$ cat config.mk
export PLATFORM = sky130hd
export DESIGN_NAME = bf_exec_ctrl
export DESIGN_NICKNAME = d
export VERILOG_FILES = /design/src/rtl/bf_exec_ctrl.sv
export SDC_FILE = /design/constraint.sdc
export NUM_CORES = 1
export LEC_CHECK = 0
export CORE_UTILIZATION = 55
export DETAILED_ROUTE_END_ITERATION = 8
export GPL_ROUTABILITY_DRIVEN = 1
export PLACE_DENSITY_LB_ADDON = 0.15
export SYNTH_ARGS = -nofsm -noshare
export SYNTH_HDL_FRONTEND = slang
export SYNTH_SLANG_ARGS = --single-unit
$ cat constraint.sdc
create_clock -name clk_i -period 3.1 [get_ports clk_i]
set_input_delay 0.62 -clock clk_i [delete_from_list [all_inputs] [get_ports clk_i]]
set_output_delay 0.62 -clock clk_i [all_outputs]
set_load 0.01 [all_outputs]
$ cat src/rtl/bf_exec_ctrl.sv
// TinyBF execution controller: button conditioning, run/pause/step FSM,
// breakpoint, watchdog and stop-cause reporting.
module bf_exec_ctrl #(
  parameter int ADDR_W = 4,
  parameter int WDOG_W = 16
) (
  input  logic              clk_i,
  input  logic              rst_i,
  input  logic              start_btn_i,
  input  logic              halt_btn_i,
  input  logic              step_btn_i,
  input  logic              step_mode_i,
  input  logic              bkpt_en_i,
  input  logic [ADDR_W-1:0] bkpt_pc_i,
  input  logic [WDOG_W-1:0] wdog_limit_i,
  input  logic [ADDR_W-1:0] pc_i,
  input  logic              cpu_busy_i,
  output logic              cpu_start_o,
  output logic              cpu_halt_o,
  output logic              cpu_en_o,
  output logic [2:0]        state_o,
  output logic [1:0]        halt_cause_o
);

  typedef enum logic [2:0] {
    S_IDLE  = 3'd0,
    S_RUN   = 3'd1,
    S_PAUSE = 3'd2,
    S_STEP  = 3'd3,
    S_STOP  = 3'd4
  } state_t;

  typedef enum logic [1:0] {
    C_DONE = 2'd0,
    C_USER = 2'd1,
    C_BKPT = 2'd2,
    C_WDOG = 2'd3
  } cause_t;

  // Bit order in the sync chain: {step, halt, start}
  logic [2:0] r_sync1;
  logic [2:0] r_sync2;
  logic [2:0] r_sync3;
  logic [2:0] w_ev;

  always_ff @(posedge clk_i or negedge rst_i) begin
    if (!rst_i) begin
      r_sync1 <= '0;
      r_sync2 <= '0;
      r_sync3 <= '0;
    end else begin
      r_sync1 <= {step_btn_i, halt_btn_i, start_btn_i};
      r_sync2 <= r_sync1;
      r_sync3 <= r_sync2;
    end
  end

  assign w_ev = r_sync2 & ~r_sync3;

  logic w_start_ev;
  logic w_halt_ev;
  logic w_step_ev;

  assign w_start_ev = w_ev[0];
  assign w_halt_ev  = w_ev[1];
  assign w_step_ev  = w_ev[2];

  state_t            r_state;
  cause_t            r_cause;
  logic              r_start;
  logic              r_halt;
  logic              r_en;
  logic              r_seen;
  logic [WDOG_W-1:0] r_wdog;
  logic [ADDR_W-1:0] r_pc_q;

  logic w_wdog_hit;
  logic w_bkpt_hit;
  logic w_done;

  assign w_wdog_hit = (wdog_limit_i != '0)
                   && (r_wdog == wdog_limit_i);
  assign w_bkpt_hit = bkpt_en_i
                   && (pc_i == bkpt_pc_i)
                   && (pc_i != r_pc_q);
  assign w_done     = r_seen && !cpu_busy_i;

  always_ff @(posedge clk_i or negedge rst_i) begin
    if (!rst_i) begin
      r_state <= S_IDLE;
      r_cause <= C_DONE;
      r_start <= 1'b0;
      r_halt  <= 1'b0;
      r_en    <= 1'b0;
      r_seen  <= 1'b0;
      r_wdog  <= '0;
      r_pc_q  <= '0;
    end else begin
      r_start <= 1'b0;
      r_halt  <= 1'b0;
      r_pc_q  <= pc_i;
      if (r_en && (r_wdog != '1))
        r_wdog <= r_wdog + WDOG_W'(1);
      unique case (r_state)
        S_IDLE, S_STOP: begin
          if (w_start_ev) begin
            r_start <= 1'b1;
            r_wdog  <= '0;
            r_seen  <= 1'b0;
            r_state <= step_mode_i ? S_PAUSE : S_RUN;
            r_en    <= !step_mode_i;
          end
        end
        S_RUN: begin
          if (cpu_busy_i)
            r_seen <= 1'b1;
          if (w_halt_ev) begin
            r_halt  <= 1'b1;
            r_state <= S_STOP;
            r_cause <= C_USER;
            r_en    <= 1'b0;
          end else if (w_wdog_hit) begin
            r_halt  <= 1'b1;
            r_state <= S_STOP;
            r_cause <= C_WDOG;
            r_en    <= 1'b0;
          end else if (w_bkpt_hit) begin
            r_state <= S_PAUSE;
            r_cause <= C_BKPT;
            r_en    <= 1'b0;
          end else if (w_done) begin
            r_state <= S_IDLE;
            r_cause <= C_DONE;
            r_en    <= 1'b0;
          end
        end
        S_PAUSE: begin
          if (w_halt_ev) begin
            r_halt  <= 1'b1;
            r_state <= S_STOP;
            r_cause <= C_USER;
          end else if (w_start_ev) begin
            r_state <= S_RUN;
            r_en    <= 1'b1;
          end else if (w_step_ev) begin
            r_state <= S_STEP;
            r_en    <= 1'b1;
          end
        end
        S_STEP: begin
          // A stepped instruction can also be the one that ends the program
          if (cpu_busy_i)
            r_seen <= 1'b1;
          r_en <= 1'b0;
          if (w_done) begin
            r_state <= S_IDLE;
            r_cause <= C_DONE;
          end else begin
            r_state <= S_PAUSE;
          end
        end
        default: begin
          r_state <= S_IDLE;
          r_en    <= 1'b0;
        end
      endcase
    end
  end

  assign cpu_start_o  = r_start;
  assign cpu_halt_o   = r_halt;
  assign cpu_en_o     = r_en;
  assign state_o      = r_state;
  assign halt_cause_o = r_cause;

endmodule
==> results of run 1 <==
## metal layers
layer / global-route usage, % / up-vias / share of wire (%)
li1: - / 780 / -
met1: 30.6 / 789 / 45
met2: 40.9 / 42 / 50
met3: 4.62 / 5 / 3.8
met4: 9.21 / 0 / 1.2
met5: 0 / - / 0
## power by group through the flow
stage	Sequential, mW	Clock, mW	Combinational, mW
2_1_floorplan	0.654	0	0.290
5_1_grt	0.692	0.318	0.502
3_3_place_gp	0.685	0	0.435
6_report	0.681	0.283	0.455
4_1_cts	0.681	0.290	0.456
3_5_place_dp	0.690	0	0.450
## through the flow
stage                     power, mW  hold slack, ns  utilization (%)  instance area (µm²)
after floorplan               0.944           0.324                -                 1960
after global placement         1.12           0.334             70.6                 2370
after detailed placement       1.14           0.337             70.6                 2370
after CTS                      1.43           0.364             72.6                 2440
after global routing           1.51           0.371             72.6                 2440
final                          1.42           0.344             72.6                 2440
## final timing paths
kind	startpoint	end	slack (ns)	depth (start not counted)
setup / recovery	state_o[0]	state_o[0]	0.88	1
setup reg to reg	state_o[0]	state_o[2]	1.15	5
hold / removal	rst_i	cpu_halt_o	0.34	1
min in group clk_i	r_sync1[0]	r_sync2[0]	0.36	0
max in group asynchronous	rst_i	r_sync2[2]	2.24	1
hold reg to reg	r_sync1[0]	r_sync2[0]	0.36	0
## logic make-up after synthesis
group / Yosys count / synth area share (%)
multiplexers: 1 / 0.512
AO/OA/AOI/OAI: 28 / 8.96
XOR/XNOR: 37 / 16.6
adder cells (fa/ha/maj): 1 / 0.640
buffers and inverters: 12 / 2.75
flip-flops: 38 / 48.6
AND/OR/NAND/NOR: 83 / 21.9
## area by class of cell
type	instances	share of cell area, %
clock inverters	2	0.666
repair buffers	40	16.1
flip-flops and latches	38	38.9
multi-input cells	150	38.9
well taps	46	2.36
inverters	6	0.922
clock buffers	6	2.10
## cell usage in the layout, fill, tap and decap left out, drive strengths merged, types with 2 or more instances in the layout
master         netlist  final
dfrtp               38     38
clkdlybuf4s50        0     38
xnor2               24     24
nor2                22     22
nand2               15     15
xor2                13     13
nand4               11     11
o21ai               11     11
a21oi                7      7
inv                  6      7
nand3                6      6
clkbuf               4      6
nor3                 6      6
nor4                 5      5
o31ai                4      4
nor2b                3      3
and3                 3      3
nand2b               3      3
nor3b                3      3
or3                  2      2
buf                  2      2
## sequential cells by signal (all words and copies together), names as in the netlist
signal,cells
r_wdog,16
r_pc_q,4
r_sync1,3
r_sync2,3
r_sync3,3
state_o,3
halt_cause_o,2
cpu_en_o,1
cpu_halt_o,1
cpu_start_o,1
r_seen,1
==> results by group, run 1 <==
Setup path
  – Crit. End Element: primary output
  – Startpoint types: register
  – Critical path class: reg -> out
  – CP Cell Sequence: clkdlybuf4s50_1
  – Worst Path Buf+Inv: 1
  – CP required: 2.48 ns
  – Crit path DAT: between 1.5 and 2 ns
  – Crit path largest cell delay: around 0.63 ns
  – Critical Path Slowest Stage Cell: dfrtp_1
  – Worst-path fanout max: 13
  – Top delay family on crit path: flip-flops

Cells and area
  – Fillers: ~290
  – Ratio of cells with drive above 1 in the final layout: 5.37%
  – Nets: roughly 270
  – Number of diodes: 0
  – Synthesis-to-finish area growth: 24.9%
  – Final non-filler cell total: 288
  – Multi-input logic area: roughly 950 µm²
  – Storage cell area: ~950 µm²

Clock tree
  – H-tree levels: 2
  – CTS Buffer Depth: 2
  – Clock sink count: 38
  – Setup repair bufs after CTS: 0
  – CTS clk-pin slew, worst paths: 0.12 ns
  – Hold buffers post-CTS: 0
  – CTS tree: built
  – Worst skew pair latency: 0.34 ns
  – Resized cells post-CTS: 0
  – Cts bufs inserted: 5
  – Clock root cell: clkbuf_4

Floorplanning
  – I/O pin count: 40
  – Initial Util: 58.1%
  – Total core area: 3360 µm²
  – Die area: 3800 µm²
  – Die Ht: 61.6 µm
  – Die X: 61.6 µm
  – # rows: 21

Yosys
  – Cells after synthesis: 200
  – Async SR Flop Fraction: 100%
  – Library cells used by synthesis: 34
  – Cell Area, Synth: 1960 µm²
  – Primary FF master, synth: dfrtp_1
  – Sequential fraction of the synthesis area: 48.6%
  – Synth warnings: 0
  – Synth area leader: dfrtp_1
  – Dominant cells by area after synthesis: dfrtp_1 (49%), xnor2_1 (11%), xor2_1 (5.8%)
  – Commonest cells in the netlist: dfrtp_1 (38), xnor2_1 (24), nor2_1 (22)
  – Yosys reg bits: 38
  – Post-synth EDFFs: 0
  – Post-Syn Area per Cell: approximately 9.8 µm²
  – Most numerous cell in the Yosys netlist: dfrtp_1
  – Top cell type's share of synthesized area: roughly half
  – Synthesized Nets: 233

GRT
  – Total gr overflow: 0
  – First-pass GRT wire length: roughly 6.6 mm
  – GR Util All Layers: 24.1%
  – Number of global-route vias before repair: ~1500
  – Largest net degree at the start of global routing: 39
  – Number of antenna violations at the first check in global routing: 0

Timing
  – Max-slew headroom: 46.5%
  – Final Slew Violations: 0
  – Min Tclk post-route: 2.22 ns
  – Final Cycle Share: 71.7%
  – Slew of the pin with the lowest slew margin: 0.802 ns
  – Setup_tns: 0 ns
  – PnR worst setup slack: slightly below 0.9 ns
  – Final Hold Fails: 0
  – Final Setup Violations: 0
  – FMAX: about 450 MHz
  – Setup repair after global routing missed its margin: false
  – Clock Skews: 0.0135 ns

Status
  – Status: finished, final reports clean

Pwr
  – Logic pwr share: roughly a third
  – Static leakage: 0.974 nW
  – Switching Share: 34.9%
  – Switching power: around 490 µW
  – Maximum vdd drop: 352 µV
  – Clk pwr share: about a fifth
  – Sequential share of power: a little under half
  – PwrDens: 581 nW/µm²
  – Internal Power: 924 µW

Detailed routing
  – Vias: approximately 1600
  – 1st-pass router iterations: 4
  – Number of vias per cell: 5.61
  – DR WL/cell: 14.1 µm
  – Initial DRC count: 58
  – DRC Markers: 0
  – Post-DRT Antenna Nets: 0
  – Final wirelength: 4.07 mm

Run
  – Max Cap Viol: 0

Placed design
  – Hpwl dp: 3.10 mm
  – Gp weighted congestion: 0.885
  – Pre-CTS setup slack: 0.662 ns
  – Port bufs: 39
  – Cells after DPL: 280

Hold path
  – HP Class: in -> async
No activity file was read; power rests on OpenSTA's default activity.
==> inputs of run 2 (changes only) <==
CORE_UTILIZATION = 46   (was 55)
clock period = 2 ns   (was 3.1 ns; I/O delays follow)
==> run 2 against run 1 <==
Sequential share of layout area shrank 2.1 points. Clock power rose to 2.8 times the previous value. Worst setup slack worse by 0.82 ns. Wire length increased by 4.6%. Global-route usage shrank 3.0 points. Core utilization down 8.5 points. Non-clock buffer count up 8. Clock-buffer cell count decreased by 1. Sequential power rose by 51%. Hold slack worse by 0.20 ns.
==> results by group, run 2 (synthesis gave the netlist of run 1 again) <==
Status
  – Status: finished, final reports clean (unchanged)

Detailed routing
  – Final wirelength: 4.26 mm (was 4.07 mm)
  – Initial DRC count: 91 (was 58)
  – Post-DRT Antenna Nets: 0 (unchanged)
  – DR WL/cell: 14.2 µm (was 14.1 µm)
  – 1st-pass router iterations: 4 (unchanged)
  – Vias: 1618 (was 1616)
  – Number of vias per cell: 5.39 (was 5.61)
  – DRC Markers: 0 (unchanged)

Clock tree
  – Cts bufs inserted: 5 (unchanged)
  – Clock sink count: 38 (unchanged)
  – Worst skew pair latency: 0.29 ns (was 0.34 ns)
  – Clock root cell: clkbuf_8 (was clkbuf_4)
  – CTS tree: built (unchanged)
  – H-tree levels: 2 (unchanged)
  – CTS Buffer Depth: 2 (unchanged)
  – CTS clk-pin slew, worst paths: 0.08 ns (was 0.12 ns)
  – Setup repair bufs after CTS: 0 (unchanged)
  – Hold buffers post-CTS: 0 (unchanged)

Run
  – Max Cap Viol: 0 (unchanged)

GRT
  – Largest net degree at the start of global routing: 39 (unchanged)
  – First-pass GRT wire length: 7.03 mm (was 6.60 mm)
  – Number of global-route vias before repair: 1544 (was 1545)
  – GR Util All Layers: 21.1% (was 24.1%)
  – Total gr overflow: 0 (unchanged)
  – Number of antenna violations at the first check in global routing: 0 (unchanged)

Pwr
  – PwrDens: 1000 nW/µm² (was 581 nW/µm²)
  – Internal Power: 1.79 mW (was 924 µW)
  – Logic pwr share: 29.8% (was 32.1%)
  – Switching power: 796 µW (was 495 µW)
  – Sequential share of power: 39.7% (was 48.0%)
  – Clk pwr share: 30.4% (was 19.9%)
  – Static leakage: 1.05 nW (was 0.974 nW)
  – Switching Share: 30.8% (was 34.9%)
  – Pwr Total: 2.58 mW (was 1.42 mW)
  – Maximum vdd drop: 558 µV (was 352 µV)

Floorplanning
  – Initial Util: 48.5% (was 58.1%)
  – Die area: 4520 µm² (was 3800 µm²)
  – Total core area: 4030 µm² (was 3360 µm²)
  – # rows: 23 (was 21)
  – Die X: 67.2 µm (was 61.6 µm)
  – Die Ht: 67.2 µm (was 61.6 µm)
  – I/O pin count: 40 (unchanged)

Timing
  – Final Hold Fails: 0 (unchanged)
  – Min Tclk post-route: between 1.5 and 2 ns
  – Setup repair after global routing missed its margin: false (unchanged)
  – Final Setup Violations: 0 (unchanged)
  – PnR worst setup slack: 0.0595 ns (was 0.878 ns)
  – Hold WS: 0.140 ns (was 0.344 ns)
  – FMAX: 515 MHz
  – Clock Skews: 0.00371 ns (was 0.0135 ns)
  – Final Slew Violations: 0 (unchanged)
  – Slew of the pin with the lowest slew margin: 0.563 ns (was 0.802 ns)
  – Max-slew headroom: 62.5% (was 46.5%)
  – Final Cycle Share: 97.0%
  – Setup_tns: 0 ns (unchanged)

Setup path
  – Critical Path Slowest Stage Cell: clkdlybuf4s50_1 (was dfrtp_1)
  – Crit path DAT: 2.15 ns (was 1.60 ns)
  – Critical path class: in -> reg (was reg -> out)
  – Startpoint types: primary input (was register)
  – Worst-path fanout max: 4 (was 13)
  – Crit path largest cell delay: 0.44 ns (was 0.63 ns)
  – CP Cell Sequence: clkdlybuf4s50_1, nor4_1, nand4_1, and3_1, o31a_1, a22oi_1 (was clkdlybuf4s50_1)
  – CP required: 2.21 ns (was 2.48 ns)
  – Crit. End Element: register (was primary output)

Cells and area
  – Ratio of cells with drive above 1 in the final layout: 8.80% (was 5.37%)
  – Nets: 282 (was 274)
  – Most frequent cells in the layout: dfrtp_1 (38), clkdlybuf4s50_1 (38), xnor2_1 (24) (unchanged)
  – Fillers: 341 (was 288)
  – Number of diodes: 0 (unchanged)
  – Top reg by flops: r_wdog (unchanged)
  – Final non-filler cell total: 300 (was 288)
  – Largest registers: r_wdog: 16 flops, r_pc_q: 4 flops (unchanged)
  – Synthesis-to-finish area growth: 32.1% (was 24.9%)
  – Design Area, Final: 2580 µm² (was 2440 µm²)
  – Final core utilization: 64.1% (was 72.6%)
  – Max reg flops: 16 (unchanged)

Placed design
  – Placement Cell Area: 2440 µm² (was 2370 µm²)
  – Gp weighted congestion: 0.844 (was 0.885)
  – Port bufs: 39 (unchanged)
  – Hpwl dp: 3.06 mm (was 3.10 mm)
  – Pre-CTS setup slack: -0.214 ns (was 0.662 ns)
  – Cells after DPL: 292 (was 280)

Hold path
  – HP Class: in -> async (unchanged)
## run 2: final timing paths
| check | startpoint | to | slack, ns | cells past startpoint |
|---|---|---|---|---|
| max reg2reg | r_wdog[7] | r_wdog[5] | 0.16 | 6 |
| min | rst_i | cpu_halt_o | 0.14 | 2 |
| min reg2reg | r_sync1[1] | r_sync2[1] | 0.35 | 0 |
| min in group clk_i | r_sync1[1] | r_sync2[1] | 0.35 | 0 |
| max in group asynchronous | rst_i | r_wdog[5] | 1.52 | 2 |
| max | wdog_limit_i[0] | state_o[2] | 0.06 | 6 |
## run 2: area by class of cell
class | count | area, µm² | share of cell area (%)
Multi-Input combinational cell | 150 | 956 | 37.0
Sequential cell | 38 | 951 | 36.8
Timing Repair Buffer | 48 | 453 | 17.5
Clock buffer | 5 | 68.8 | 2.66
Clock inverter | 3 | 68.8 | 2.66
Tap cell | 50 | 62.6 | 2.42
Inverter | 6 | 22.5 | 0.872
## run 2: layer usage
layer / global-route usage [%] / up-vias / wire length (µm)
met5: 0 / - / 0
met4: 9.31 / 0 / 23
met3: 4.05 / 2 / 199
met2: 32.3 / 54 / 2020
met1: 29.0 / 770 / 2020
li1: - / 792 / -
## run 2: power by group through the flow
stage	sequential [mW]	clock, mW	combinational, mW
after floorplan	1.01	0	0.449
after global placement	1.04	0	0.758
after detailed placement	1.04	0	0.761
after CTS	1.03	0.802	0.768
after global routing	1.05	0.832	0.850
final	1.03	0.787	0.770
## run 2: timing repair
action	in CTS	in global routing
endpoints found under the setup margin	0	1
endpoints found under the hold margin	0	0
resized for setup	0	1
## run 2: worst max-delay path, delay by kind of cell
| family | cells | cell delay, ns |
|---|---|---|
| compound gates | 2 | 0.52 |
| simple gates | 3 | 0.79 |
| buf+inv | 1 | 0.44 |
